$ cat src/rtl/cdf_pkg.sv
// cdf_pkg: shared state encoding and sizing constants for the CDF sequencer.
package cdf_pkg;
  typedef enum logic [2:0] {IDLE, READ, WAIT, READY, WR_LO, WR_HI, DONE} cdf_state_t;
  localparam int CDF_NUM_BINS      = 256;
  localparam int CDF_BINS_PER_STEP = 8;
  localparam int CDF_DEF_MEM_LAT   = 3;
endpackage

$ cat src/rtl/cdf_wait_counter.sv
// cdf_wait_counter: loadable down-counter timing the scratch-memory read latency.
module cdf_wait_counter #(
  parameter int MEM_LAT = 3
) (
  input  logic clk,
  input  logic reset,
  input  logic load_i,
  input  logic dec_i,
  output logic zero_o
);
  localparam int W = $clog2(MEM_LAT) + 1;
  logic [W-1:0] cnt_q, cnt_d;
  always_comb cnt_d = load_i ? W'(MEM_LAT - 1) : (dec_i && cnt_q != '0) ? cnt_q - W'(1) : cnt_q;
  // high when the count lands on zero with this cycle's decrement
  assign zero_o = cnt_q <= W'(1);
  always_ff @(posedge clk) cnt_q <= reset ? '0 : cnt_d;
endmodule

$ cat src/rtl/cdf_controller.sv
// cdf_controller: sequences the CDF datapath strobes over NUM_STEPS 8-bin steps per pass.
module cdf_controller
  import cdf_pkg::*;
#(
  parameter int NUM_STEPS = CDF_NUM_BINS / CDF_BINS_PER_STEP,
  parameter int MEM_LAT   = CDF_DEF_MEM_LAT
) (
  input  logic        clk,
  input  logic        reset,
  input  logic        start,
  output logic        busy,
  output logic        done,
  output logic        read_first_value,
  output logic        read_next_value,
  output logic        scratch_mem_read_ready,
  output logic        cdf_computation_done,
  output logic        cdf_done,
  output logic [15:0] step_cnt
);
  cdf_state_t state_q, state_d;
  logic [15:0] step_q, step_d;
  logic ld, dec, wait_zero;
  logic busy_q, done_q, rfv_q, rnv_q, rdy_q, cmp_q;
  cdf_wait_counter #(.MEM_LAT(MEM_LAT)) u_wait (
    .clk    (clk),
    .reset  (reset),
    .load_i (ld),
    .dec_i  (dec),
    .zero_o (wait_zero)
  );
  always_comb begin
    state_d = state_q;
    step_d  = step_q;
    ld      = 1'b0;
    dec     = 1'b0;
    case (state_q)
      IDLE:  state_d = start ? READ : IDLE;
      READ: begin
        ld      = 1'b1;
        state_d = (MEM_LAT == 1) ? READY : WAIT;
      end
      WAIT: begin
        dec     = 1'b1;
        state_d = wait_zero ? READY : WAIT;
      end
      READY: state_d = WR_LO;
      WR_LO: state_d = WR_HI;
      WR_HI: begin
        state_d = (step_q == 16'(NUM_STEPS - 1)) ? DONE : READ;
        step_d  = (step_q == 16'(NUM_STEPS - 1)) ? step_q : step_q + 16'd1;
      end
      DONE: begin
        state_d = IDLE;
        step_d  = '0;
      end
      default: state_d = IDLE;
    endcase
  end
  // strobes are decoded from the next state so every output comes straight from a flop
  always_ff @(posedge clk) begin
    if (reset) begin
      state_q <= IDLE;
      step_q  <= '0;
      busy_q  <= 1'b0;
      done_q  <= 1'b0;
      rfv_q   <= 1'b0;
      rnv_q   <= 1'b0;
      rdy_q   <= 1'b0;
      cmp_q   <= 1'b0;
    end else begin
      state_q <= state_d;
      step_q  <= step_d;
      busy_q  <= state_d != IDLE;
      done_q  <= state_d == DONE;
      rfv_q   <= state_d == READ && step_d == '0;
      rnv_q   <= state_d == READ && step_d != '0;
      rdy_q   <= state_d == READY;
      cmp_q   <= state_d == WR_LO || state_d == WR_HI;
    end
  end
  assign busy                   = busy_q;
  assign done                   = done_q;
  assign cdf_done               = done_q;
  assign read_first_value       = rfv_q;
  assign read_next_value        = rnv_q;
  assign scratch_mem_read_ready = rdy_q;
  assign cdf_computation_done   = cmp_q;
  assign step_cnt               = step_q;
endmodule

$ cat config.mk
export PLATFORM = sky130hd
export DESIGN_NAME = cdf_controller
export DESIGN_NICKNAME = d
export VERILOG_FILES = /design/src/rtl/cdf_pkg.sv /design/src/rtl/cdf_wait_counter.sv /design/src/rtl/cdf_controller.sv
export SDC_FILE = /design/constraint.sdc
export NUM_CORES = 1
export LEC_CHECK = 0
export ABC_AREA = 1
export BUFFER_PORTS_ARGS = -buffer_cell sky130_fd_sc_hd__buf_4
export CORE_ASPECT_RATIO = 1.5
export CORE_UTILIZATION = 50
export DETAILED_ROUTE_END_ITERATION = 10
export GPL_TIMING_DRIVEN = 0
export PLACE_DENSITY_LB_ADDON = 0.12
export SYNTH_ARGS = -nofsm -noshare
export SYNTH_HDL_FRONTEND = slang
export SYNTH_SLANG_ARGS = --single-unit
$ cat constraint.sdc
create_clock -name clk -period 3.6 [get_ports clk]
set_input_delay 0 -clock clk [delete_from_list [all_inputs] [get_ports clk]]
set_output_delay 0 -clock clk [all_outputs]
set_load 0.01 [all_outputs]
==> run_results.csv <==
group,metric,value,unit
setup_path,cp-end-kind,"flip-flop",
setup_path,cp.arrival,2110,ps
timing,tightest_slew,557.3,ps
yosys,async_flop_share,0,%
run_status,outcome,"finished, final reports clean",
clocking,cts_setup_buffers,0,
global_routing,grt_pass1_vias,1540,
finish,stdcell_area,1943,um^2
placement,postPlaceCellArea,1862,um^2
timing,setup_violations,0,
clocking,clk_pin_slew,100,ps
yosys,ys_types,28,
setup_path,crit_fanout,7,
timing,min_period,1892,ps
pwr,peakVddDrop,0.0002605,V
yosys,synth_top_flop_cell,"dfxtp_1",
timing,clock_skew,4.473,ps
yosys,synthTopCellsByCount,"nand2_1, nor2_1, inv_1",
timing,max_freq,528.6,MHz
finish,fin_cells,336,
worst_hold_path,min_path_type,"in -> reg",
yosys,avgSynthCellArea,6.105,um^2
route,routedWlPerCell,11.79,um
timing,hold_violations,0,
clocking,cts_made_buffers,3,
setup_path,startpoint_type,"flip-flop",
timing,report.final.slew_viol_count,0,
clocking,clockRootBuffer,"clkbuf_8",
timing,setup_tns,0,ps
placement,place_congestion,0.8230,
floorplan,die_h,71.80,um
placement,hpwl,3021,um
floorplan,core_area,3128,um^2
finish,nets,304,
finish,antennaDiodeCount,0,
clocking,clkSinkCount,28,
route,via_per_inst,5.167,
yosys,synth-seq-area-share,34.51,%
yosys,ys_ff_latch,28,
yosys,synthTopCellsByArea,"dfxtp_1, nand2_1, nor2_1, nand3_1, inv_1",
yosys,yosysTopAreaCell,"dfxtp_1",
placement,dp.cells,331,
route,dr.pass1.iters,4,
timing,finalCritPeriodShare,52.55,%
global_routing,grt_remaining_overflow,0,
finish,areaGrowthSynthToFinish,19.65,%
flow_run,cap_violations,0,
floorplan,pin_count,26,
setup_path,crit_type,"reg -> reg",
timing,relSlewSlack,62.85,%
route,wl,3962,um
placement,port_buffers,25,
clocking,h-tree-depth,1,
floorplan,die_w,48.54,um
route,num_vias,1736,
pwr,p_per_area,333.8,nW/um^2
floorplan,std_cell_rows,25,
finish,drive_gt1_share,13.18,%
clocking,cts_buffer_depth,2,
route,remaining_drc_errors,0,
yosys,synth_cells,266,
yosys,synth_area,1624,um^2
floorplan,die_area,3485,um^2
yosys,yosysMostFrequentCell,"nand2_1",
route,final_antenna_net_count,0,
global_routing,antenna_found_initial,0,
global_routing,grt_max_degree,17,
yosys,netlist.area_leader.share,34.51,%
route,drt_iter0_drc,47,
pwr,leakage,0.9398,nW
yosys,synth_edf_count,0,
yosys,syn_nets,273,
finish,postLayoutCoreUtil,62.12,%
setup_path,required,3820,ps
clocking,cts_tree,"done",
global_routing,grt_pass1_wl,6693,um
floorplan,start_util,51.92,%
yosys,yosys_warnings,0,
pwr,total_power,0.6487,mW
global_routing,grt_usage,24.49,%
clocking,clock_latency,280,ps
timing,rsz0062_at_grt,"no",
## routing by layer
layer | global-route usage [%] | share of wire, %
met1 | 26.05 | 41
met4 | 9.150 | 2.1
met2 | 49.14 | 54
met3 | 1.911 | 2.2
met5 | 0 | 0
## cells in the final DEF (no fill, tap or decap), drive strengths merged
cell / instances
ha: 4
clkbuf: 5
xnor2: 1
nand3: 25
bufinv: 1
xor2: 1
dfxtp: 28
a21o: 1
o21bai: 2
or3: 1
inv: 33
nand4: 3
dlygate4sd3: 1
a31oi: 2
o21a: 1
nor2: 47
o21ai: 10
clkinv: 1
or2: 1
nor3: 1
nand2: 83
a21oi: 17
buf: 27
## worst max-delay path, stage by stage, from the launching register on
cell     delay [ps]
dfxtp_1         410
ha_1            220
nand3_1         160
nor2_1          140
nand2_1         180
nand3_1         140
o21ai_0          90
inv_1            80
nand3_1          60
nor2_1          190
nand2_1          80
nor2_1           90
## worst paths after layout
check / start / end / slack [ps] / depth (start not counted)
min reg2reg: u_wait.cnt_q[0]$_SDFFE_PP0P_ / u_wait.cnt_q[0]$_SDFFE_PP0P_ / 500 / 2
max reg2reg: step_cnt[1]$_SDFF_PP0_ / read_first_value$_SDFF_PP0_ / 1710 / 11
max: step_cnt[1]$_SDFF_PP0_ / read_first_value$_SDFF_PP0_ / 1710 / 11
min: start / state_q[0]$_SDFF_PP0_ / 190 / 3
## logic make-up (layout without fill, tap and decap cells)
kind of cell / count (synthesis) / in the layout / share of synthesized area, %
AO/OA/AOI/OAI: 33 / 33 / 10.94
buffers and inverters: 38 / 68 / 9.168
XOR/XNOR: 2 / 2 / 1.079
flip-flops: 28 / 28 / 34.51
adder cells (fa/ha/maj): 4 / 4 / 3.082
AND/OR/NAND/NOR: 161 / 161 / 41.22
## registers in the layout, summed over array words and instances, names as in the netlist
| register | flops |
|---|---|
| cdf_done | 1 |
| scratch_mem_read_ready | 1 |
| read_first_value | 1 |
| busy | 1 |
| step_cnt | 16 |
| state_q | 3 |
| read_next_value | 1 |
| cdf_computation_done | 1 |
| u_wait.cnt_q | 3 |
## through the flow
step	hold slack [ps]	worst slack, ps
global route	201.6	1532
global placement	189.1	1746
finish	186.3	1708
detailed placement	192.0	1744
CTS	180.6	1712
floorplan	79.78	1976
## where the power goes
group          internal, mW  switching, mW
clock network         0.149          0.101
logic                0.0282         0.0418
registers             0.323        0.00647
## area by class of cell
type	count	area, um^2
clock buffer	3	41.29
buffer	4	20.02
multi-input combinational	200	914.6
fill	337	1185
inverter	34	128.9
sequential	28	560.5
clock inverter	1	30.03
tap	40	50.05
timing repair buffer	26	197.7
## what timing repair did
action                                 CTS  global route
endpoints found under the hold margin    1             0
hold buffers                             1             0
resized for setup                        0             0
(Power assumes the default switching activity.)
